$ cat config.mk
export PLATFORM = sky130hd
export DESIGN_NAME = ram_block_mover
export DESIGN_NICKNAME = d
export VERILOG_FILES = /design/src/rtl/ram_block_mover.sv
export SDC_FILE = /design/constraint.sdc
export NUM_CORES = 1
export LEC_CHECK = 0
export ABC_CLOCK_PERIOD_IN_PS = 2330
export BUFFER_PORTS_ARGS = -buffer_cell sky130_fd_sc_hd__buf_2
export CAP_MARGIN = 10
export CORE_ASPECT_RATIO = 0.5
export CORE_MARGIN = 3
export CORE_UTILIZATION = 25
export DETAILED_ROUTE_END_ITERATION = 8
export HOLD_SLACK_MARGIN = 0.12
export MAX_ROUTING_LAYER = met4
export PLACE_DENSITY = 0.54
export REMOVE_ABC_BUFFERS = 1
export SLEW_MARGIN = 40
export SYNTH_ARGS = -nofsm -noshare
export SYNTH_HDL_FRONTEND = slang
export SYNTH_SLANG_ARGS = --single-unit
$ cat constraint.sdc
create_clock -name clk -period 2.33 [get_ports clk]
set_clock_uncertainty 0.05 [all_clocks]
set_input_delay 0.233 -clock clk [delete_from_list [all_inputs] [get_ports clk]]
set_output_delay 0.233 -clock clk [all_outputs]
set_load 0.01 [all_outputs]
$ cat src/rtl/ram_block_mover.sv
// Initiator for the single-port word RAM: loads the image, copies count words src->dst
// in ascending order, optionally dumps the image (RAM_MOVER_DUMP_EN), then pulses done.
module ram_block_mover #(
  parameter int unsigned MEMSIZE     = 16,
  parameter int unsigned ADDRESSSIZE = 4
) (
  input  logic                   clk,
  input  logic                   rst,
  input  logic                   start,
  input  logic [ADDRESSSIZE-1:0] srcBase,
  input  logic [ADDRESSSIZE-1:0] dstBase,
  input  logic [ADDRESSSIZE:0]   count,
  input  logic [MEMSIZE-1:0]     ramReadData,
  output logic [ADDRESSSIZE-1:0] ramAddress,
  output logic [MEMSIZE-1:0]     ramWriteData,
  output logic                   ramEnWrite,
  output logic                   ramEnRead,
  output logic                   ramReadFile,
  output logic                   ramWriteFile,
  output logic                   busy,
  output logic                   done
);

  typedef enum logic [2:0] {StIdle, StLoad, StRead, StWrite, StDump, StDone} state_e;

  localparam logic [ADDRESSSIZE-1:0] AddrOne = 1;
  localparam logic [ADDRESSSIZE:0]   CntOne  = 1;

  state_e                 state_q;
  logic [ADDRESSSIZE-1:0] src_q, dst_q, idx_q, addr_q;
  logic [ADDRESSSIZE:0]   cnt_q;
  logic [MEMSIZE-1:0]     hold_q;
  logic                   en_rd_q, en_wr_q, rd_file_q, busy_q, done_q;
  logic                   last;

`ifdef RAM_MOVER_DUMP_EN
  localparam state_e StFinish = StDump;
  logic wr_file_q;
  assign ramWriteFile = wr_file_q;
`else
  localparam state_e StFinish = StDone;
  assign ramWriteFile = 1'b0;
`endif

  assign last = ({1'b0, idx_q} == (cnt_q - CntOne));

  // Outputs are registered alongside the state, so each is set on entry to its state.
  always_ff @(posedge clk or posedge rst) begin
    if (rst) begin
      state_q   <= StIdle;
      src_q     <= '0;
      dst_q     <= '0;
      cnt_q     <= '0;
      idx_q     <= '0;
      hold_q    <= '0;
      addr_q    <= '0;
      en_rd_q   <= 1'b0;
      en_wr_q   <= 1'b0;
      rd_file_q <= 1'b0;
      busy_q    <= 1'b0;
      done_q    <= 1'b0;
`ifdef RAM_MOVER_DUMP_EN
      wr_file_q <= 1'b0;
`endif
    end else begin
      addr_q    <= '0;
      en_rd_q   <= 1'b0;
      en_wr_q   <= 1'b0;
      rd_file_q <= 1'b0;
      done_q    <= 1'b0;
      busy_q    <= 1'b1;
`ifdef RAM_MOVER_DUMP_EN
      wr_file_q <= 1'b0;
`endif
      case (state_q)
        StIdle: begin
          busy_q <= start;
          if (start) begin
            src_q     <= srcBase;
            dst_q     <= dstBase;
            cnt_q     <= count;
            idx_q     <= '0;
            rd_file_q <= 1'b1;
            state_q   <= StLoad;
          end
        end
        StLoad: begin
          if (cnt_q != '0) begin
            en_rd_q <= 1'b1;
            addr_q  <= src_q;
            state_q <= StRead;
          end else begin
            state_q <= StFinish;
            done_q  <= (StFinish == StDone);
`ifdef RAM_MOVER_DUMP_EN
            wr_file_q <= 1'b1;
`endif
          end
        end
        StRead: begin
          hold_q  <= ramReadData;
          en_wr_q <= 1'b1;
          addr_q  <= dst_q + idx_q;
          state_q <= StWrite;
        end
        StWrite: begin
          if (last) begin
            state_q <= StFinish;
            done_q  <= (StFinish == StDone);
`ifdef RAM_MOVER_DUMP_EN
            wr_file_q <= 1'b1;
`endif
          end else begin
            idx_q   <= idx_q + AddrOne;
            en_rd_q <= 1'b1;
            addr_q  <= src_q + idx_q + AddrOne;
            state_q <= StRead;
          end
        end
        StDump: begin
          done_q  <= 1'b1;
          state_q <= StDone;
        end
        StDone: begin
          busy_q  <= 1'b0;
          state_q <= StIdle;
        end
        default: begin
          busy_q  <= 1'b0;
          state_q <= StIdle;
        end
      endcase
    end
  end

  assign ramAddress   = addr_q;
  assign ramWriteData = hold_q & {MEMSIZE{en_wr_q}};
  assign ramEnRead    = en_rd_q;
  assign ramEnWrite   = en_wr_q;
  assign ramReadFile  = rd_file_q;
  assign busy         = busy_q;
  assign done         = done_q;

endmodule

==> run_results.csv <==
group,metric,value,unit
clocking,clock_latency,280,ps
route,num_vias,1716,
sta,setup_ws,198,ps
clocking,tritoncts,"built",
sta,tightest_slew,601,ps
power_and_ir_drop,p_per_area,1370,nW/um^2
finish,antenna_cells,0,
status,status,"finished clean",
global_routing,antenna_found_initial,0,
logic_synthesis,ys_types,42,
die,fp-row-count,23,
sta,grt_setup_unrepaired,"false",
route,initialDrtViolationCount,47,
global_routing,grt_pass1_vias,1857,
die,design.die.area,10200,um^2
finish,final_cell_mix,"buf_2, dfrtp_1, nand2_1, mux2_2, and2_1",
logic_synthesis,ys_seq_elements,45,
die,fp.dieW,140,um
worst_setup_path,r2r.worst_path.cells,7,
clocking,clk_pin_slew_worst_paths,60,ps
worst_setup_path,start_kind,"flop",
clocking,cts_buffer_depth,2,
worst_setup_path,end_kind,"flop",
clocking,cts_root_buffer,"clkbuf_16",
worst_setup_path,worstSetupStartpoint,"cnt_q[0]",
worst_setup_path,crit_chain,"inv_1 -> ha_1 -> or3b_4 -> o22ai_2 -> o211a_4 -> nor2_1 -> or3_1",
logic_synthesis,avgSynthCellArea,10.6,um^2
clocking,cts-buffers-inserted,5,
worst_setup_path,rrSetupSlack,200,ps
worst_setup_path,r2r_start,"cnt_q[0]",
placed_design,hpwl,3770,um
route,wl,5120,um
finish,drive_gt1_frac,0.324,
min_path,hold_path.class,"primary input to flop",
global_routing,grt_pass1_wl,8950,um
sta,finalHoldViolCount,0,
power_and_ir_drop,p_leak,0.00143,uW
global_routing,grtUsageTotal,0.112,
sta,period_minus_slack,2130,ps
worst_setup_path,max_stage_delay,430,ps
finish,fill_cells,854,
power_and_ir_drop,peakVddDrop,352,uV
worst_setup_path,cpMaxStageDelayCell,"or3b_4",
route,ant_nets,0,
finish,final_common_cell,"buf_2",
global_routing,grt_start_max_net_pins,30,
placed_design,placed_area,2680,um^2
placed_design,place_congestion,0.853,
clocking,cts_max_level,2,
route,drc,0,
sta,maxSlewHeadroom,0.599,
die,core,8350,um^2
route,first_pass_iters,4,
clocking,postCtsSetupRepairBufs,0,
sta,finalMaxSlewViolations,0,
die,die_y,73,um
clocking,cts.sinks,45,
sta,max_clock_freq,469,MHz
sta,finalSetupTns,0,ps
finish,fin_nets,326,
finish,layout.cells.non_filler,396,
worst_setup_path,required,2440,ps
finish,final_area,2930,um^2
worst_setup_path,crit_path_end,"state_q[1]",
sta,period_share,0.915,
global_routing,grt_overflow_total,0,
placed_design,place_inst,378,
logic_synthesis,syn_inst,212,
sta,report.final.setup_viol,0,
worst_setup_path,cp_max_fo,7,
placed_design,preCtsSetupSlack,191,ps
logic_synthesis,yosysSeqAreaShare,0.502,
worst_setup_path,r2r-end,"state_q[1]",
die,ios,58,
route,wl_per_cell,12.9,um
worst_setup_path,cp_data_arrival_time,2250,ps
route,avgViaCountPerCell,4.33,
run,maxCapViolations,0,
power_and_ir_drop,finalPower,4010,uW
placed_design,numPortBuffers,56,
logic_synthesis,yosysWarnings,0,
die,start_util,0.269,
logic_synthesis,netlist_area,2240,um^2
finish,syn_to_final_growth,30.5,%
worst_setup_path,path_class,"flop to flop",
worst max-delay path: cells and delay by family (launching register included):
kind            cells  cell delay (ps)
simple gates        3              840
buf+inv             1               80
flops               1              400
fa+ha+maj           1              220
compound gates      2              430
cell families after synthesis:
group / Yosys count / synth area share
and+or+nand+nor: 78 / 0.179
DFF: 45 / 0.502
xor gates and xnor gates: 10 / 0.0390
other: 1 / 0.00167
AOI/OAI and AO/OA: 32 / 0.0976
adders and majority gates: 10 / 0.0624
buffers and inverters: 20 / 0.0379
muxes: 16 / 0.0803
timing repair:
action	CTS	global route
hold endpoints to repair	37	0
gates resized for setup	0	0
hold buffers	11	0
worst min-delay path by stage:
stage,startpoint,to,slack (ps),cells past startpoint
2_1_floorplan,count[2],cnt_q[2],290,2
5_1_grt,ramReadData[4],hold_q[4],130,2
3_5_place_dp,rst,hold_q[12],300,2
6_report,count[1],cnt_q[1],120,3
4_1_cts,count[1],cnt_q[1],120,3
3_3_place_gp,rst,done,290,2
cell type report:
| cell class | count | area (um^2) | share of cell area |
|---|---|---|---|
| Sequential cell | 45 | 1130 | 0.384 |
| Clock buffer | 7 | 143 | 0.0487 |
| Timing Repair Buffer | 75 | 450 | 0.154 |
| Inverter | 10 | 37.5 | 0.0128 |
| Multi-Input combinational cell | 147 | 1030 | 0.353 |
| Tap cell | 112 | 140 | 0.0478 |
power by group:
part | leakage, uW | total (uW) | switching, uW | internal (uW)
combinational | 0.000809 | 1830 | 905 | 922
clock | 0.0000700 | 709 | 287 | 422
sequential | 0.000551 | 1480 | 316 | 1160
layer usage:
metal | global-route usage | wire length (um)
met5 | - | 0
met4 | 0.0333 | 68
met3 | 0.0203 | 157
met2 | 0.200 | 2550
met1 | 0.131 | 2340
state kept, by name (all words and copies together) (netlist names):
name	count
hold_q	16
cnt_q	5
dst_q	4
idx_q	4
ramAddress	4
src_q	4
state_q	3
busy	1
done	1
ramEnRead	1
ramEnWrite	1
ramReadFile	1
synthesized netlist by cell type:
cell type  instances  area, um^2
dfrtp_1           45        1130
nand2_1           33         124
and2_1            16         100
mux2_2            16         180
o21ai_0           11        55.1
inv_1             10        37.5
ha_1               8         100
clkbuf_1           6        22.5
nor3_1             6        30.0
xnor2_1            5        43.8
xor2_1             5        43.8
a21oi_1            4        20.0
nor2_1             4        15.0
o211ai_1           4        30.0
a22oi_1            3        22.5
nand3b_1           3        22.5
buf_2              2        10.0
buf_4              2        15.0
fa_1               2        40.0
nand2b_1           2        12.5
o31ai_1            2        15.0
or2_2              2        12.5
or3_1              2        12.5
a211oi_1           1        7.51
a21o_1             1        7.51
a311oi_1           1        8.76
a31oi_1            1        6.26
and2_0             1        6.26
and3b_1            1        8.76
conb_1             1        3.75
nand3_1            1        5.00
nand4_1            1        6.26
nor2b_1            1        6.26
nor4_1             1        6.26
nor4b_1            1        8.76
o211a_4            1        17.5
o21a_1             1        7.51
o22ai_2            1        12.5
o311ai_0           1        8.76
or2b_1             1        7.51
or3b_4             1        11.3
or4_1              1        7.51
per-stage QoR:
stage / util / hold WS [ps]
floorplan: - / 288
global placement: 0.321 / 289
detailed placement: 0.321 / 300
CTS: 0.351 / 124
global route: 0.351 / 127
finish: 0.351 / 118
(Power assumes the default switching activity.)
